[src/rtl/unidad_de_busqueda.sv]
// Instruction fetch/sequencing ahead of the control unit; UNIDAD_BUSQUEDA_PASO_A_PASO_EN adds single-step gating on i_Paso.
// Latency: 3+CICLOS_EJEC cycles per instruction with a zero-wait memory (one extra idle cycle after reset).
// Backpressure: fetch holds address/request until i_Ack_mem; i_Stall freezes the EJEC count.
module unidad_de_busqueda #(
    parameter int ANCHO_PC    = 8,
    parameter int CICLOS_EJEC = 2
) (
    input  logic                i_Clk,
    input  logic                i_Rst,
    output logic [ANCHO_PC-1:0] o_Dir_mem,
    output logic                o_Req_mem,
    input  logic                i_Ack_mem,
    input  logic [8:0]          i_Inst_mem,
    input  logic                i_Senal_de_salto,
    input  logic [ANCHO_PC-1:0] i_Dir_salto,
    input  logic                i_Stall,
`ifdef UNIDAD_BUSQUEDA_PASO_A_PASO_EN
    input  logic                i_Paso,
`endif
    output logic                o_Timming,
    output logic [2:0]          o_Operation_code,
    output logic [5:0]          o_Operandos,
    output logic [ANCHO_PC-1:0] o_PC_sig,
    output logic                o_Detenido
);

    localparam int CICLOS = (CICLOS_EJEC < 1) ? 1 : CICLOS_EJEC;
    localparam int CW     = (CICLOS > 1) ? $clog2(CICLOS) : 1;

    localparam logic [CW-1:0]       ULTIMO  = CW'(CICLOS - 1);
    localparam logic [CW-1:0]       CNT_UNO = {{(CW-1){1'b0}}, 1'b1};
    localparam logic [ANCHO_PC-1:0] PC_UNO  = {{(ANCHO_PC-1){1'b0}}, 1'b1};
    localparam logic [8:0]          IR_NOP  = 9'b111_000_000;
    localparam logic [8:0]          IR_FIN  = 9'b111_111_111;
    localparam logic [2:0]          OP_SALTO = 3'b110;

    typedef enum logic [2:0] {
        BUSQ  = 3'd0,
        DECOD = 3'd1,
        EJEC  = 3'd2,
        SIG   = 3'd3,
        HALT  = 3'd4
`ifdef UNIDAD_BUSQUEDA_PASO_A_PASO_EN
        ,
        PAUSA = 3'd5
`endif
    } estado_t;

    estado_t             estado_q, estado_d;
    logic [ANCHO_PC-1:0] pc_q, pc_d;
    logic [ANCHO_PC-1:0] pc_sig_q, pc_sig_d;
    logic [8:0]          ir_q, ir_d;
    logic                req_q, req_d;
    logic                timming_q, timming_d;
    logic                detenido_q, detenido_d;
    logic                salto_q, salto_d;
    logic [CW-1:0]       cnt_q, cnt_d;

`ifdef UNIDAD_BUSQUEDA_PASO_A_PASO_EN
    logic paso_prev_q, paso_prev_d;
    logic paso_flanco;
    assign paso_flanco = i_Paso & ~paso_prev_q;
`endif

    always_comb begin
        estado_d   = estado_q;
        pc_d       = pc_q;
        ir_d       = ir_q;
        req_d      = req_q;
        timming_d  = 1'b0;
        detenido_d = detenido_q;
        salto_d    = salto_q;
        cnt_d      = cnt_q;
`ifdef UNIDAD_BUSQUEDA_PASO_A_PASO_EN
        paso_prev_d = i_Paso;
`endif
        case (estado_q)
            BUSQ: begin
                // Only an ack seen while our request is already visible counts.
                req_d = 1'b1;
                if (req_q && i_Ack_mem) begin
                    ir_d     = i_Inst_mem;
                    req_d    = 1'b0;
                    estado_d = DECOD;
                end
            end
            DECOD: begin
                cnt_d = '0;
                if (ir_q == IR_FIN) begin
                    detenido_d = 1'b1;
                    estado_d   = HALT;
                end else begin
                    timming_d = 1'b1;
                    estado_d  = EJEC;
                end
            end
            EJEC: begin
                if (!i_Stall) begin
                    if (cnt_q == ULTIMO) begin
                        salto_d  = i_Senal_de_salto && (ir_q[8:6] == OP_SALTO);
                        cnt_d    = '0;
                        estado_d = SIG;
                    end else begin
                        cnt_d = cnt_q + CNT_UNO;
                    end
                end
            end
            SIG: begin
                pc_d    = salto_q ? i_Dir_salto : pc_q + PC_UNO;
                salto_d = 1'b0;
`ifdef UNIDAD_BUSQUEDA_PASO_A_PASO_EN
                estado_d = PAUSA;
`else
                // Raise the request together with the new PC so BUSQ costs one cycle.
                req_d    = 1'b1;
                estado_d = BUSQ;
`endif
            end
`ifdef UNIDAD_BUSQUEDA_PASO_A_PASO_EN
            PAUSA: begin
                if (paso_flanco) begin
                    req_d    = 1'b1;
                    estado_d = BUSQ;
                end
            end
`endif
            HALT: begin
                req_d      = 1'b0;
                detenido_d = 1'b1;
            end
            default: begin
                req_d    = 1'b0;
                estado_d = BUSQ;
            end
        endcase
        pc_sig_d = pc_d + PC_UNO;
    end

    always_ff @(posedge i_Clk) begin
        if (i_Rst) begin
            estado_q   <= BUSQ;
            pc_q       <= '0;
            pc_sig_q   <= PC_UNO;
            ir_q       <= IR_NOP;
            req_q      <= 1'b0;
            timming_q  <= 1'b0;
            detenido_q <= 1'b0;
            salto_q    <= 1'b0;
            cnt_q      <= '0;
`ifdef UNIDAD_BUSQUEDA_PASO_A_PASO_EN
            paso_prev_q <= 1'b0;
`endif
        end else begin
            estado_q   <= estado_d;
            pc_q       <= pc_d;
            pc_sig_q   <= pc_sig_d;
            ir_q       <= ir_d;
            req_q      <= req_d;
            timming_q  <= timming_d;
            detenido_q <= detenido_d;
            salto_q    <= salto_d;
            cnt_q      <= cnt_d;
`ifdef UNIDAD_BUSQUEDA_PASO_A_PASO_EN
            paso_prev_q <= paso_prev_d;
`endif
        end
    end

    assign o_Dir_mem        = pc_q;
    assign o_Req_mem        = req_q;
    assign o_Timming        = timming_q;
    assign o_Operation_code = ir_q[8:6];
    assign o_Operandos      = ir_q[5:0];
    assign o_PC_sig         = pc_sig_q;
    assign o_Detenido       = detenido_q;

endmodule
[config.mk]
export PLATFORM = sky130hd
export DESIGN_NAME = unidad_de_busqueda
export DESIGN_NICKNAME = d
export VERILOG_FILES = /design/src/rtl/unidad_de_busqueda.sv
export SDC_FILE = /design/constraint.sdc
export NUM_CORES = 1
export LEC_CHECK = 0
export ABC_CLOCK_PERIOD_IN_PS = 5500
export CORE_MARGIN = 2
export CORE_UTILIZATION = 51
export CTS_BUF_LIST = sky130_fd_sc_hd__clkbuf_8
export DETAILED_ROUTE_END_ITERATION = 10
export GPL_TIMING_DRIVEN = 0
export PLACE_DENSITY = 0.87
export REMOVE_ABC_BUFFERS = 1
export SLEW_MARGIN = 20
export SYNTH_ARGS = -nofsm -noshare
export SYNTH_HDL_FRONTEND = slang
export SYNTH_SLANG_ARGS = --single-unit
[constraint.sdc]
create_clock -name i_Clk -period 5.5 [get_ports i_Clk]
set_clock_uncertainty 0.05 [all_clocks]
set_input_delay 1.1 -clock i_Clk [delete_from_list [all_inputs] [get_ports i_Clk]]
set_output_delay 1.1 -clock i_Clk [all_outputs]
set_load 0.02 [all_outputs]
Word-level counts from Yosys, hierarchy flattened:

Index checks and enable logic that the tools add are counted.
Widths: inputs -> output; s select.

* flip-flop bits (word level): 33
* input port bits: 22
* output and inout port bits: 28

* add/sub/neg operators: 3
* eq/ne operators: 10
* mux-type cells: 18
* bitwise operators: 2
* reductions and logical operators: 13

Operators by type and width (count)
* $add 8x1->8 const B: 2
* $mux 8: 2
* $mux 3: 4
* $pmux 3 s4: 1
* $eq 9x9->1 const B: 1
* $ne 2x2->1 const B: 4
* $mux 1: 7
* $eq 3x2->1 const B: 2
* $eq 3x3->1 const B: 2
* $pmux 1 s2: 3
* $reduce_and 2->1: 3
* $reduce_bool 2->1: 3
* $reduce_and 4->1: 1
* $reduce_or 2->1: 2
* $eq 3x1->1 const B: 1
* $logic_not 3->1: 1
* $pmux 1 s3: 1
* $reduce_and 3->1: 1
* $logic_and 1x1->1: 2
* $not 1->1: 2
* $add 1x1->1 const B: 1

Longest topological paths before layout:

Gate-level depths: netlist (run 1).

* depth in word-level cells: 5
* mapped depth: 9
* mapped depth without buffers: 8

Worst setup path after synthesis (run 1):

No wires, ideal clock.

* path type: in2reg
* from: input i_Dir_salto[1]
* to: register pc_sig_q[4] (netlist: o_PC_sig[4])
* data arrival time: 2.138 ns
* required time: 5.322 ns
* path slack: 3.184 ns
* stages on the path: 7
* cells stage by stage: mux2_2 > mux2i_1 > inv_1 > ha_1 > nand3_1 > xnor2_1 > nor2_1

* longest elaborated chain between the ends: 3

RTL lines
* from (decl): line 15 `input logic [ANCHO_PC-1:0] i_Dir_salto,`
* $mux 8: line 109 `pc_d = salto_q ? i_Dir_salto : pc_q + PC_UNO;`
* $mux 8: line 77 `case (estado_q)`
* net pc_d[1]: line 50 `logic [ANCHO_PC-1:0] pc_q, pc_d;`
* $add 8x1->8: line 136 `pc_sig_d = pc_d + PC_UNO;`
* to (signal assigned): line 156 `pc_sig_q <= pc_sig_d;`
* to (decl): line 51 `logic [ANCHO_PC-1:0] pc_sig_q, pc_sig_d;`

The timed path passes the listed nets, and every way through them passes these cells.
A chain may end at the register's enable or synchronous reset.

Worst setup path after layout (run 1):

* from: input i_Ack_mem
* to: register ir_q[3]

* longest elaborated chain between the ends: 2

RTL lines
* from (decl): line 12 `input logic i_Ack_mem,`
* $logic_and 1x1->1: line 81 `if (req_q && i_Ack_mem) begin`
* $reduce_and 2->1 (no source line)
* to (signal assigned): line 157 `ir_q <= ir_d;`
* to (decl): line 52 `logic [8:0] ir_q, ir_d;`

Every way passes these cells.

==> results of run 1 <==
[worst paths after layout]
path          startpoint          end  slack (ns)  cells after the start
max            i_Ack_mem      ir_q[3]        2.80                      6
min           o_Detenido   o_Detenido        0.39                      2
max reg2reg  estado_q[0]  o_PC_sig[6]        2.98                      7
min reg2reg   o_Detenido   o_Detenido        0.39                      2
[area by class of cell]
type | count | area [µm²]
Clock buffer | 6 | 82.6
Clock inverter | 1 | 3.75
Fill cell | 239 | 857
Inverter | 6 | 22.5
Multi-Input combinational cell | 132 | 820
Sequential cell | 33 | 661
Tap cell | 33 | 41.3
Timing Repair Buffer | 49 | 490
[power by group through the flow]
stage / combinational [µW] / sequential (µW) / clock (µW)
after floorplan: 16.7 / 263 / 0
after global placement: 55.2 / 258 / 0
after detailed placement: 56.1 / 258 / 0
after CTS: 56.6 / 253 / 182
after global routing: 61.9 / 254 / 192
final: 56.4 / 253 / 179
[metal layers]
metal	vias to the layer above	track usage, %	wire (µm)
met1	701	26.7	1590
met4	0	7.79	51
li1	738	-	-
met2	52	33.6	1600
met3	6	7.21	265
met5	-	0	0
[Yosys cell counts (3+ instances only)]
| master | instances | area (µm²) |
|---|---|---|
| nand2b_1 | 3 | 18.8 |
| and3_1 | 3 | 18.8 |
| nand2_1 | 13 | 48.8 |
| a21oi_1 | 16 | 80.1 |
| inv_1 | 6 | 22.5 |
| clkbuf_1 | 7 | 26.3 |
| nor2b_1 | 5 | 31.3 |
| xnor2_1 | 3 | 26.3 |
| nor2_1 | 19 | 71.3 |
| nor4_1 | 3 | 18.8 |
| nor3_1 | 4 | 20.0 |
| nand3_1 | 11 | 55.1 |
| a21o_1 | 5 | 37.5 |
| nand4_1 | 3 | 18.8 |
| and4_1 | 3 | 26.3 |
| dfxtp_1 | 33 | 661 |
| o22ai_1 | 3 | 18.8 |
| o21ai_0 | 4 | 20.0 |
| nand3b_1 | 4 | 30.0 |
| mux2i_1 | 3 | 30.0 |
[state kept, by name, indices dropped and copies added, names as in the netlist]
signal,flops
salto_q,1
cnt_q,1
ir_q,9
o_Dir_mem,8
o_Req_mem,1
o_Timming,1
o_Detenido,1
estado_q,3
o_PC_sig,8
[per-stage QoR]
stage	setup slack (ns)	util (%)	area (µm²)	cells
2_1_floorplan	3.20	-	1500	171
3_3_place_gp	2.53	68.3	2030	253
3_5_place_dp	2.51	68.3	2030	253
4_1_cts	2.80	71.2	2120	260
5_1_grt	2.59	71.2	2120	260
6_report	2.80	71.2	2120	260
[kinds of logic after synthesis]
family,share of synthesized area (%)
XOR/XNOR,2.25
buffers and inverters,4.90
AND/OR/NAND/NOR,28.7
AO/OA/AOI/OAI,17.4
flip-flops,42.4
adder cells (fa/ha/maj),1.61
multiplexers,2.65
[critical path, stage by stage]
cell and delay [ns]:
clkdlybuf4s50_1 0.46, nand2_1 0.05, nor2_1 0.57, nand2_1 0.37, nand2_1 0.15, a21oi_1 0.07
==> metrics.yaml, run 1 <==
ir_worst_vdd_uv: 181
dieArea_um2: 3510
hold_path_class: "reg2reg"
cts_resized: 0
cp.arrival_ns: 2.77
diodes: 0
wirelength_mm: 3.51
cts-root-buf: "clkbuf_8"
finalCriticalPeriod_ns: 2.70
power_density_nw_per_um2: 230
clock_latency_ns: 0.28
fp.dieW_um: 59.2
leakage_uw: 0.000840
track_usage_pct: 21.2
hold_ws_ns: 0.395
synthCells: 182
synth_warnings: 0
ios: 50
tritoncts: "done"
ys_ff_latch: 33
swShare_pct: 23.6
numCtsBuffers: 5
required_ns: 5.57
layout_common_cells: "clkdlybuf4s50_1 (49), dfxtp_1 (33), nor2_1 (19), a21oi_1 (16), nand2_1 (13)"
slew_viol_final: 0
cts_sinks: 33
initial_utilization_pct: 52.3
finalSetupViolCount: 0
vias: 1497
slew_headroom_pct: 28.3
power.internal_uw: 373
critical_path_class: "in2reg"
ys_seq_area_share_pct: 42.4
routedWlPerCell_um: 13.5
finalCritPeriodShare_pct: 49.2
core-area_um2: 2980
first_global_vias: 1286
p_total_uw: 489
antenna_found_initial: 0
startpoint_type: "input port"
grt_pass1_wl_mm: 5.71
h-tree-depth: 2
drt_iter0_drc: 44
drive_above_1_share_pct: 6.61
yosys.cell_types.count: 46
ant_nets: 0
syn_to_final_growth_pct: 36.3
p_sw_uw: 115
die-height_um: 59.2
cts.clk_slew.worst_paths_ns: 0.06
final-hold-violation-count: 0
syn_area_um2: 1560
portBuffers: 49
gp_congestion: 0.788
vias_per_cell: 5.76
rsz0062_at_grt: "false"
cts_buffer_depth: 2
worst_pin_slew_ns: 1.07
grt-ovfl-total: 0
ys.flop_type: "dfxtp_1"
seq_power_share_pct: 51.8
status: "complete, no violations"
combPwrFrac_pct: 11.5
nNetsFinal: 251
max_freq_mhz: 370
grt_max_degree: 33
syn_area_per_cell_um2: 8.55
end_kind: "register"
first_pass_iters: 4
fin_tns_setup_ns: 0
cts_setup_buffers: 0
dpl.hpwl_mm: 2.40
clockPowerShare_pct: 36.7
route.detailed.drc: 0
critPathMaxFanout: 12
cap_viol_max_count: 0
cts_hold_buf: 0
async_flop_share_pct: 0
rows: 20
final_common_cell: "clkdlybuf4s50_1"
synth_edf_count: 0
Power figures use the tool's default switching activity.
==> run 2, diff against run 1 <==
--- a/config.mk
+++ b/config.mk
@@ -5,13 +5,13 @@
 export SDC_FILE = /design/constraint.sdc
 export NUM_CORES = 1
 export LEC_CHECK = 0
-export ABC_CLOCK_PERIOD_IN_PS = 5500
+export ABC_CLOCK_PERIOD_IN_PS = 2200
 export CORE_MARGIN = 2
-export CORE_UTILIZATION = 51
+export CORE_UTILIZATION = 43
 export CTS_BUF_LIST = sky130_fd_sc_hd__clkbuf_8
 export DETAILED_ROUTE_END_ITERATION = 10
 export GPL_TIMING_DRIVEN = 0
-export PLACE_DENSITY = 0.87
+export PLACE_DENSITY = 0.78
 export REMOVE_ABC_BUFFERS = 1
 export SLEW_MARGIN = 20
 export SYNTH_ARGS = -nofsm -noshare
==> constraint.sdc (replaced) <==
create_clock -name i_Clk -period 2.2 [get_ports i_Clk]
set_clock_uncertainty 0.05 [all_clocks]
set_input_delay 0.44 -clock i_Clk [delete_from_list [all_inputs] [get_ports i_Clk]]
set_output_delay 0.44 -clock i_Clk [all_outputs]
set_load 0.02 [all_outputs]
==> run 2 against run 1 <==
Net effect: final area grew 4.0%; core utilization shrank 6.7 points; via count shrank 1.0%; cell count grew 6.9%; global-route usage shrank 2.3 points; worst hold slack gained 0.0096 ns; non-clock buffer count grew 3.
==> metrics.yaml, run 2 (same netlist as run 1, synthesis figures left out) <==
status: "complete, no violations"
critical_path_class: "reg2reg"
tritoncts: "done"
cts.clk_slew.worst_paths_ns: 0.07  # about the same
track_usage_pct: 18.9  # -2.3 points
met3_usage_pct: 6.51  # -0.69 points
grt-ovfl-total: 0  # unchanged
rows: 21  # +5.0%
reg2regPathDepth: 7  # unchanged
top_usage_layer: "met2"
largest_reg_flops: 9  # unchanged
r2r-end: "o_PC_sig[7]"
max_freq_mhz: 484
swShare_pct: 24.2  # +0.53 points
wirelength_mm: 3.74  # +6.5%
first_pass_iters: 4  # unchanged
slew_headroom_pct: 55.2  # +27 points
r2r_start: "o_Dir_mem[1]"
fin_tns_setup_ns: 0  # unchanged
seq_power_share_pct: 49.4  # -2.4 points
worst_pin_slew_ns: 0.672  # -0.400 ns
numCtsBuffers: 5  # unchanged
portBuffers: 49  # unchanged
gp_congestion: 0.788  # about the same
fp.dieW_um: 64.2  # +8.3%
dp_cells: 266  # +5.1%
ant_nets: 0  # unchanged
slowest_delay_ns: 0.35  # -0.22 ns
cp_cell_sequence: "ha_1, and2_1, a31o_2, a21o_1, nand4b_2, o31ai_1, o41ai_1"
drive_above_1_share_pct: 13.4  # +6.8 points
required_ns: 2.30  # -3.27 ns
cp_slowest_cell: "dfxtp_1"
nNetsFinal: 255  # +1.6%
clock_latency_ns: 0.29  # about the same
finalSetupViolCount: 0  # unchanged
r2r_slack_ns: 0.13  # -2.85 ns
use_met2_pct: 30.5  # -3.1 points
placed_area_um2: 2050  # +0.80%
first_global_vias: 1378  # +7.2%
dieArea_um2: 4120  # +17%
clockPowerShare_pct: 39.7  # +3.0 points
fin_cells: 278  # +6.9%
worstHoldPathCells: 2  # unchanged
end_kind: "register"
power_density_nw_per_um2: 582  # +150%
finalCritPeriodShare_pct: 93.9
hold_ws_ns: 0.405  # +0.00958 ns
initial_utilization_pct: 45.6  # -6.7 points
min_from: "o_Detenido"
hold_path_class: "reg2reg"
route.detailed.drc: 0  # unchanged
cts-root-buf: "clkbuf_8"
leakage_uw: 0.000869  # +3.5%
die-height_um: 64.2  # +8.3%
min_to: "o_Detenido"
final_common_cell: "clkdlybuf4s50_1"
h-tree-depth: 2  # unchanged
design_area_um2: 2200  # +4.0%
core-area_um2: 3420  # +15%
power.internal_uw: 972  # +160%
ios: 50  # unchanged
antenna_found_initial: 0  # unchanged
met1_usage_pct: 23.1  # -3.6 points
grt_max_degree: 33  # unchanged
cts_buffer_depth: 2  # unchanged
p_sw_uw: 310  # +170%
routedWlPerCell_um: 13.4  # -0.37%
cts_sinks: 33  # unchanged
vias_per_cell: 5.33  # -7.4%
startpoint_type: "register"
combPwrFrac_pct: 10.9  # -0.6 points
layout_common_cells: "clkdlybuf4s50_1 (48), dfxtp_1 (28), nor2_1 (18), a21oi_1 (16), nand2_1 (13)"
finalCriticalPeriod_ns: 2.07
cp.arrival_ns: 2.16  # -0.61 ns
vias: 1482  # -1.0%
final-hold-violation-count: 0  # unchanged
top_register: "ir_q"
grt_pass1_wl_mm: 6.15  # +7.7%
diodes: 0  # unchanged
critPathMaxFanout: 5  # -7
ir_worst_vdd_uv: 487  # +170%
slew_viol_final: 0  # unchanged
dpl.hpwl_mm: 2.42  # +0.78%
syn_to_final_growth_pct: 41.6
cap_viol_max_count: 0  # unchanged
drt_iter0_drc: 104  # +140%
cts_hold_buf: 0  # unchanged
-- run 2: changes by cell type in the layout (fill, tap and decap cells not counted), sizes merged --
cell           change
inv                -1
clkinv             +1
clkbuf             +1
buf                +4
clkdlybuf4s50      -1
and3b              +1
-- run 2: stage by stage --
stage	setup WS (ns)	total power (µW)	util, %
final	0.135	1280	64.5
after floorplan	0.155	700	-
after global routing	-0.0116	1330	64.5
after CTS	0.0205	1290	63.2
after detailed placement	-0.242	784	60.0
after global placement	-0.225	783	60.0
-- run 2: final cells by class --
class / instances / area, µm²
Fill cell: 303 / 1210
Multi-Input combinational cell: 133 / 848
Sequential cell: 33 / 667
Timing Repair Buffer: 52 / 508
Clock buffer: 7 / 96.3
Tap cell: 46 / 57.6
Inverter: 6 / 22.5
Clock inverter: 1 / 5.00
-- run 2: repair_timing --
item / in CTS / in global routing
gates cloned: 0 / 1
setup buffers: 0 / 3
resized for setup: 4 / 7
setup endpoints to repair: 7 / 4
pin swaps: 0 / 0
-- run 2: critical path, delay by kind of cell, from the launching register on --
family                     cells  cell delay [ns]
AOI/OAI and AO/OA              4             0.82
and+or+nand+nor                2             0.48
DFF                            1             0.35
adders and majority gates      1             0.22
-- run 2: power by group through the flow --
| stage | registers (µW) | logic [µW] | clock network (µW) |
|---|---|---|---|
| after floorplan | 659 | 41.8 | 0 |
| after CTS | 632 | 141 | 513 |
| final | 634 | 140 | 509 |
| after global placement | 645 | 139 | 0 |
| after global routing | 636 | 154 | 542 |
| after detailed placement | 645 | 139 | 0 |
-- run 2: how the worst max path moves through the flow --
stage,startpoint,end,slack [ns],depth (start not counted)
finish,o_Dir_mem[1],o_PC_sig[7],0.13,7
detailed placement,estado_q[0],o_PC_sig[4],-0.24,7
floorplan,estado_q[0],o_PC_sig[6],0.15,7
global placement,estado_q[0],o_PC_sig[4],-0.22,7
CTS,estado_q[2],o_PC_sig[6],0.02,7
global route,estado_q[2],o_PC_sig[6],-0.01,6
-- run 2: metal layers --
| layer | vias to the layer above | wire length, µm |
|---|---|---|
| met3 | 7 | 275 |
| met5 | - | 0 |
| li1 | 750 | - |
| met4 | 0 | 54 |
| met1 | 674 | 1740 |
| met2 | 51 | 1660 |
==> run 3, diff against run 2 <==
--- a/config.mk
+++ b/config.mk
@@ -9,10 +9,12 @@
 export CORE_MARGIN = 2
 export CORE_UTILIZATION = 43
 export CTS_BUF_LIST = sky130_fd_sc_hd__clkbuf_8
+export CTS_CLUSTER_SIZE = 40
 export DETAILED_ROUTE_END_ITERATION = 10
 export GPL_TIMING_DRIVEN = 0
 export PLACE_DENSITY = 0.78
 export REMOVE_ABC_BUFFERS = 1
+export SETUP_SLACK_MARGIN = 0.15
 export SLEW_MARGIN = 20
 export SYNTH_ARGS = -nofsm -noshare
 export SYNTH_HDL_FRONTEND = slang
==> constraint.sdc (replaced) <==
create_clock -name i_Clk -period 2.2 [get_ports i_Clk]
set_clock_uncertainty 0.05 [all_clocks]
set_input_delay 0.44 -clock i_Clk [delete_from_list [all_inputs] [get_ports i_Clk]]
set_output_delay 0.44 -clock i_Clk [all_outputs]
set_load 0.005 [all_outputs]
==> run 3 against run 2 <==
Net effect: combinational power fell by 11%; final area grew 1.1%; die area stayed put; critical endpoint unchanged; count of clock-buffer cells in the layout is the same; first-iteration DRC count up 2.9%; largest power group unchanged; fmax fell by 0.90%; sequential share of layout area is 0.059 points lower; sequential power about the same.
==> metrics.yaml, run 3 (same netlist as run 1, synthesis figures left out) <==
critical_path_class: "reg2reg"
diodes: 0  # unchanged
track_usage_pct: 19.6  # +0.71 points
required_ns: 2.31  # about the same
portBuffers: 49  # unchanged
status: "complete, no violations"
cp_cell_sequence: "ha_1, and2_1, a31o_2, a21o_1, nand4b_2, o31ai_2, o41ai_2"
grt-ovfl-total: 0  # unchanged
cp_slowest_cell: "dfxtp_2"
antenna_found_initial: 0  # unchanged
largest_reg_flops: 9  # unchanged
grt_pass1_wl_mm: 6.37  # +3.5%
ios: 50  # unchanged
nNetsFinal: 253  # -0.78%
power_density_nw_per_um2: 567  # -2.6%
max_freq_mhz: 480  # -0.90%
worst_pin_slew_ns: 0.625  # -0.0471 ns
die-height_um: 64.2  # unchanged
gp_congestion: 0.788  # unchanged
crit_buf_inv: 0  # unchanged
dpl.hpwl_mm: 2.42  # unchanged
design_area_um2: 2230  # +1.1%
cap_viol_max_count: 0  # unchanged
clock_latency_ns: 0.29  # about the same
numCtsBuffers: 5  # unchanged
placed_area_um2: 2050  # unchanged
dp_slack_ns: -0.242  # unchanged
cts.clk_slew.worst_paths_ns: 0.07  # about the same
cp.arrival_ns: 2.19  # +0.03 ns
layout_common_cells: "clkdlybuf4s50_1 (48), dfxtp_1 (27), nor2_1 (18), a21oi_1 (15), nand2_1 (13)"
ir_worst_vdd_uv: 482  # -0.96%
leakage_uw: 0.000867  # -0.32%
end_kind: "register"
syn_to_final_growth_pct: 43.2
dp_cells: 266  # unchanged
slew_headroom_pct: 58.2  # +3.0 points
fin_cells: 276  # -0.72%
dieArea_um2: 4120  # unchanged
route.detailed.drc: 0  # unchanged
cts-root-buf: "clkbuf_8"
startpoint_type: "register"
finalCriticalPeriod_ns: 2.08  # +0.0187 ns
cts_hold_buf: 0  # unchanged
ant_nets: 0  # unchanged
routedWlPerCell_um: 13.5  # +0.64%
rows: 21  # unchanged
critPathMaxFanout: 5  # unchanged
rsz0062_at_grt: "true"
fin_tns_setup_ns: 0  # unchanged
hold_path_class: "reg2reg"
first_global_vias: 1391  # +0.94%
fp.dieW_um: 64.2  # unchanged
setup_ws_ns: 0.116  # -0.0187 ns
final-hold-violation-count: 0  # unchanged
slowest_delay_ns: 0.35  # about the same
slew_viol_final: 0  # unchanged
initial_utilization_pct: 45.6  # unchanged
cts_sinks: 33  # unchanged
first_pass_iters: 6  # +2
final_core_util_pct: 65.3  # +0.73 points
tritoncts: "done"
finalCritPeriodShare_pct: 94.7  # +0.85 points
core-area_um2: 3420  # unchanged
final_common_cell: "clkdlybuf4s50_1"
drt_iter0_drc: 107  # +2.9%
top_register: "ir_q"
drive_above_1_share_pct: 14.3  # +0.99 points
vias: 1481  # -0.067%
grt_max_degree: 33  # unchanged
crit_family: "compound AO/OA/AOI/OAI gates"
cts_buffer_depth: 2  # unchanged
finalSetupViolCount: 0  # unchanged
wirelength_mm: 3.73  # about the same
h-tree-depth: 2  # unchanged
vias_per_cell: 5.37  # +0.66%
run 3: cell types whose count changed in the layout (fill, tap and decap cells not counted), sizes merged:
cell,before,now
buf,4,2
run 3: through the flow:
step | total power (µW) | hold WS, ns
floorplan | 685 | 0.386
global placement | 768 | 0.391
detailed placement | 768 | 0.394
CTS | 1270 | 0.409
global route | 1320 | 0.451
finish | 1260 | 0.404
run 3: timing repair:
item,in CTS,in global routing
cloned,1,0
endpoints found under the setup margin,13,3
gates resized for setup,8,11
setup buffers,1,0
run 3: cell type report:
class	count	area, µm²
sequential	33	673
tap	46	57.6
timing repair buffer	50	493
clock inverter	1	5.00
multi-input combinational	133	882
fill	302	1190
clock buffer	7	96.3
inverter	6	22.5
run 3: final timing paths:
check	start	end	cells past startpoint	slack, ns
worst max register to register	o_Dir_mem[0]	o_PC_sig[7]	7	0.12
worst min-delay path	o_Detenido	o_Detenido	2	0.40
worst max-delay path	o_Dir_mem[0]	o_PC_sig[7]	7	0.12
worst min register to register	o_Detenido	o_Detenido	2	0.40
run 3: power breakdown:
group | leakage (µW) | internal [µW] | total (µW) | switching, µW
combinational | 0.000541 | 74.8 | 124 | 49.5
sequential | 0.000271 | 613 | 632 | 18.6
clock | 0.0000542 | 283 | 507 | 224
run 3: routing by layer:
| layer | up-vias | GRT usage (%) | part of all wire (%) |
|---|---|---|---|
| li1 | 748 | - | - |
| met3 | 7 | 6.51 | 7.9 |
| met5 | - | 0 | 0 |
| met2 | 56 | 31.6 | 44 |
| met1 | 670 | 24.2 | 46 |
| met4 | 0 | 7.45 | 1.4 |
run 3: worst min-delay path, delay by kind of cell, from the launching register on:
kind / cells / cell delay (ns)
DFF: 1 / 0.31
AOI/OAI and AO/OA: 1 / 0.05
buffers and inverters: 1 / 0.05
==> RTL edit 1, RTL diff (flow settings as in run 2) <==
Build with the macro `UNIDAD_BUSQUEDA_PASO_A_PASO_EN` defined.
--- a/src/rtl/unidad_de_busqueda.sv
+++ b/src/rtl/unidad_de_busqueda.sv
@@ -1,6 +1,8 @@
 // Instruction fetch/sequencing ahead of the control unit; UNIDAD_BUSQUEDA_PASO_A_PASO_EN adds single-step gating on i_Paso.
 // Latency: 3+CICLOS_EJEC cycles per instruction with a zero-wait memory (one extra idle cycle after reset).
 // Backpressure: fetch holds address/request until i_Ack_mem; i_Stall freezes the EJEC count.
+`define UNIDAD_BUSQUEDA_PASO_A_PASO_EN
+
 module unidad_de_busqueda #(
     parameter int ANCHO_PC    = 8,
     parameter int CICLOS_EJEC = 2
Interface: changed (added i_Paso); port bits go from 50 to 51. The function was not compared with the original's and may differ.
==> RTL edit 1 against run 2 <==
The flow now finishes with violations (negative setup slack). Cell area grew 7.9%. Total power is 3.8% lower. Sequential cell count grew 1. Utilization about the same. Fmax fell by 15%. Synthesized area grew 6.9%. Wire length up 4.1%. Setup slack got worse by 370 ps. Die area up 6.5%. Hold slack better by 28 ps. Via count grew 5.6%. Count of clock-buffer cells in the layout fell by 2. First-iteration DRC count fell by 17%. Critical endpoint unchanged. Largest cell class unchanged. Largest power group unchanged. Highest routed layer unchanged.
==> RTL edit 1: results <==
group,metric,value,unit
timing,max-slew-margin-rel,0.311,
critical_path,worst_path_dominant_cell_family,"simple AND/OR/NAND/NOR gates",
logic_synthesis,synth_cell_types,38,
logic_synthesis,netlist_top_cells_count,"dfxtp_1, nor2_1, a21oi_1",
final_layout,fill_cells,335,
critical_path,critPathMaxStageDelay,520,ps
route,initialDrtViolationCount,86,
final_layout,drive_above_1_share,0.147,
global_route,wire_length_of_the_first_global_routing_pass,6450,um
placed_design,gpl.final_weighted_congestion,0.830,
logic_synthesis,synth-compound-area-share,0.151,
power_and_ir_drop,power.ir.vdd_worst,0.000427,V
power_and_ir_drop,power.sequential.fraction,0.530,
global_route,grt_usage,0.192,
power_and_ir_drop,reported_leakage_power,0.952,nW
critical_path,arrival,2550,ps
logic_synthesis,synth_sequential_area_ratio,0.409,
timing,worst_hold_slack,433,ps
timing,report.final.setup_viol,4,
logic_synthesis,synth-adder-area-share,0.0150,
critical_path,slowest_stage,"or4_4",
critical_path,crit_start,"o_Dir_mem[0]",
logic_synthesis,synth.top_cells.by_area,"dfxtp_1, mux2i_1, nor2_1",
final_layout,post_layout_net_count,276,
route,dr_total_vias,1565,
power_and_ir_drop,p_int,0.933,mW
status,status,"finished with violations",
logic_synthesis,yosys.area_share.xor_xnor,0.0105,
logic_synthesis,post_synth_mux_area_share,0.0812,
placed_design,placement.cell_area,2190,um2
status,violations,"negative setup slack",
global_route,number_of_global_route_vias_before_repair,1500,
timing,postLayoutSetupSlackWorst,-233,ps
RTL edit 1: cell count changes in the layout (fill, tap and decap cells not counted), moves of 3 or more:
| cell | before | now |
|---|---|---|
| nand3b_1 | 4 | 0 |
| buf_4 | 3 | 9 |
| o21ai_0 | 4 | 8 |
| inv_1 | 6 | 10 |
| dfxtp_4 | 0 | 3 |
| nor2_1 | 18 | 28 |
| mux2i_1 | 2 | 12 |
| nand3_1 | 10 | 5 |
RTL edit 1: kinds of logic (layout without fill, tap and decap cells):
logic type / count (synthesis) / in the layout
flip-flops: 34 / 34
AO/OA/AOI/OAI: 38 / 38
AND/OR/NAND/NOR: 87 / 87
adder cells (fa/ha/maj): 2 / 2
XOR/XNOR: 2 / 2
multiplexers: 13 / 13
buffers and inverters: 18 / 75
RTL edit 1: metal layers:
layer  vias to the layer above  GRT usage  routed length (um)
li1                        802          -                   -
met1                       701      0.215                1670
met3                         4     0.0767                 358
met4                         0     0.0689                  38
met5                         -          0                   0
met2                        58      0.326                1820
RTL edit 1: what timing repair did:
action | in CTS | in global routing
endpoints found under the hold margin | 0 | 0
gates resized for setup | 13 | 1
setup buffers | 5 | 4
setup endpoints to repair | 7 | 5
gates cloned | 0 | 0
pin swaps | 4 | 1
RTL edit 1: layout make-up:
class | instances | area, um2 | area share
Sequential cell | 34 | 696 | 0.292
Timing Repair Buffer | 60 | 573 | 0.241
Clock buffer | 5 | 68.8 | 0.0289
Clock inverter | 2 | 7.51 | 0.00315
Multi-Input combinational cell | 142 | 945 | 0.397
Tap cell | 48 | 60.1 | 0.0252
Inverter | 8 | 30.0 | 0.0126
RTL edit 1: worst register-to-register path, stage by stage (launching register included):
cell	delay [ps]
dfxtp_2	340
ha_4	150
and3b_1	180
or4_4	530
a2111oi_4	340
nor4b_4	290
nand3_1	140
mux2_4	310
==> RTL edit 2, RTL diff (settings of run 2) <==
Without the edit above. The 5 values of `estado_t` get a one-hot encoding in 5 bits.
--- a/src/rtl/unidad_de_busqueda.sv
+++ b/src/rtl/unidad_de_busqueda.sv
@@ -34,12 +34,12 @@
     localparam logic [8:0]          IR_FIN  = 9'b111_111_111;
     localparam logic [2:0]          OP_SALTO = 3'b110;
 
-    typedef enum logic [2:0] {
-        BUSQ  = 3'd0,
-        DECOD = 3'd1,
-        EJEC  = 3'd2,
-        SIG   = 3'd3,
-        HALT  = 3'd4
+    typedef enum logic [4:0] {
+        BUSQ  = 5'b00001,
+        DECOD = 5'b00010,
+        EJEC  = 5'b00100,
+        SIG   = 5'b01000,
+        HALT  = 5'b10000
 `ifdef UNIDAD_BUSQUEDA_PASO_A_PASO_EN
         ,
         PAUSA = 3'd5
Formal check against the unedited RTL: same outputs for any inputs over 10 cycles, from zero or initial values and one cycle with i_Rst high; not proved beyond that.
==> RTL edit 2 against run 2 <==
Sequential cell count is 2 higher. Sequential power is 4.6% higher. Highest routed layer unchanged. Critical path depth is 1 lower. Synthesized area is 8.1% higher. Fmax is 8.0% lower. Count of clock-buffer cells in the layout stayed put. The flow now finishes with violations (negative setup slack). Critical path type unchanged. Cell area is 11% higher. Die area is 7.6% higher. Wire length is 8.8% higher. Total power is 4.0% higher. Setup slack worse by 180 ps.
==> RTL edit 2: results <==
group,metric,value,unit
route,detail_route.wirelength.met1,1840,um
route,vias_per_cell,5.35,
route,detail_route_met3_wl,234,um
logic_synthesis,syn-mean-instance-area,8.81,um2
global_route,largest_net_degree_at_the_start_of_global_routing,27,
global_route,grt_use_met1,0.267,
placed_design,gpl.final_weighted_congestion,0.820,
final_layout,n_antenna_cell,0,
critical_path,reg2regPathDepth,6,
route,routed_wire_length_per_instance,13.6,um
clocking,clk_pin_slew_worst_paths,70,ps
logic_synthesis,synth-compound-area-share,0.116,
route,top_layer_used,"met4",
final_layout,drive_above_1_share,0.191,
timing,fin_setup_tns,-44.8,ps
final_layout,layout-area-overhead-vs-synth,45.4,%
worst_hold_path,hold_path_class,"register to register",
critical_path,cp_max_fo,7,
power_and_ir_drop,power.ir.vdd_worst,0.000355,V
logic_synthesis,post_synth_mux_area_share,0.0796,
timing,postLayoutSetupSlackWorst,-44.8,ps
logic_synthesis,synth_cell_types,45,
route,initialDrtViolationCount,119,
status,violations,"negative setup slack",
logic_synthesis,synth-adder-area-share,0.0149,
logic_synthesis,synth.top_cells.by_area,"dfxtp_1, mux2i_1, nor2_1",
final_layout,post_layout_net_count,274,
final_layout,fill_cells,321,
placed_design,placed_cells_incl_taps,280,
logic_synthesis,yosys.area_share.xor_xnor,0.0208,
logic_synthesis,synth_async_sr_flop_share,0,
route,met2WireLength,1930,um
global_route,grt_usage,0.203,
placed_design,dpl.hpwl,2700,um
placed_design,place_ws,-427,ps
global_route,number_of_global_route_vias_before_repair,1491,
timing,report.final.setup_viol,1,
timing,tightest_slew,967,ps
placed_design,placement.cell_area,2180,um2
clocking,cts_max_level,2,
global_route,wire_length_of_the_first_global_routing_pass,6730,um
final_layout,largest-register,"ir_q",
status,status,"finished with violations",
global_route,groute.layer.met2.usage,0.306,
final_layout,largest_register_ffs,9,
logic_synthesis,synth_sequential_area_ratio,0.416,
global_route,global_route.usage.met3,0.0507,
power_and_ir_drop,reported_leakage_power,0.928,nW
route,route.final.wire_length,4060,um
clocking,buffer_levels_on_the_longest_clock_path,2,
critical_path,critical_path.reg2reg.startpoint,"estado_q[1]",
worst_hold_path,holdCritStartpoint,"o_Detenido",
route,drt-pass1-iter-count,4,
logic_synthesis,netlist_top_cells_count,"dfxtp_1, nor2_1, nand2_1",
route,drc,0,
==> RTL edit 2: changes by cell type in the layout (fill, tap and decap cells not counted), moves of 4 or more <==
cell	change
nor3_1	+6
nor2b_1	-4
and2_1	+4
a21o_1	-4
a21oi_1	-9
buf_4	+8
mux2i_1	+8
==> RTL edit 2: cell type report <==
| type | count | area share |
|---|---|---|
| Tap cell | 48 | 0.0246 |
| Timing Repair Buffer | 60 | 0.234 |
| Clock buffer | 7 | 0.0394 |
| Sequential cell | 35 | 0.292 |
| Clock inverter | 1 | 0.00153 |
| Inverter | 6 | 0.00921 |
| Multi-Input combinational cell | 142 | 0.399 |
==> RTL edit 2: repair_timing <==
item	in CTS	in global routing
resized for setup	16	9
hold buffers	0	0
endpoints found under the setup margin	2	2
pin swaps	7	6
setup buffers	10	1
==> RTL edit 2: power breakdown <==
group          switching [mW]  total, mW  leakage [nW]  internal [mW]
logic                  0.0839      0.171         0.585         0.0867
registers              0.0156      0.663         0.287          0.647
clock network           0.219      0.500        0.0557          0.281
total                   0.319       1.33         0.928           1.01
==> RTL edit 2: critical path, stage by stage (launching register included) <==
cell	delay (ps)
dfxtp_4	360
or3b_4	430
nor2_8	160
o2bb2ai_2	60
or3_4	430
nor4_4	310
mux2_4	330
==> RTL edit 2: logic make-up after synthesis <==
logic type | Yosys count
muxes | 13
buffers and inverters | 14
and+or+nand+nor | 95
adders and majority gates | 2
DFF | 35
xor gates and xnor gates | 4
AOI/OAI and AO/OA | 28
==> RTL edit 2: worst paths after layout <==
kind	end	slack, ps
setup / recovery	o_PC_sig[7]	-40
hold / removal	o_Detenido	390
setup reg to reg	o_PC_sig[7]	-40
hold reg to reg	o_Detenido	390
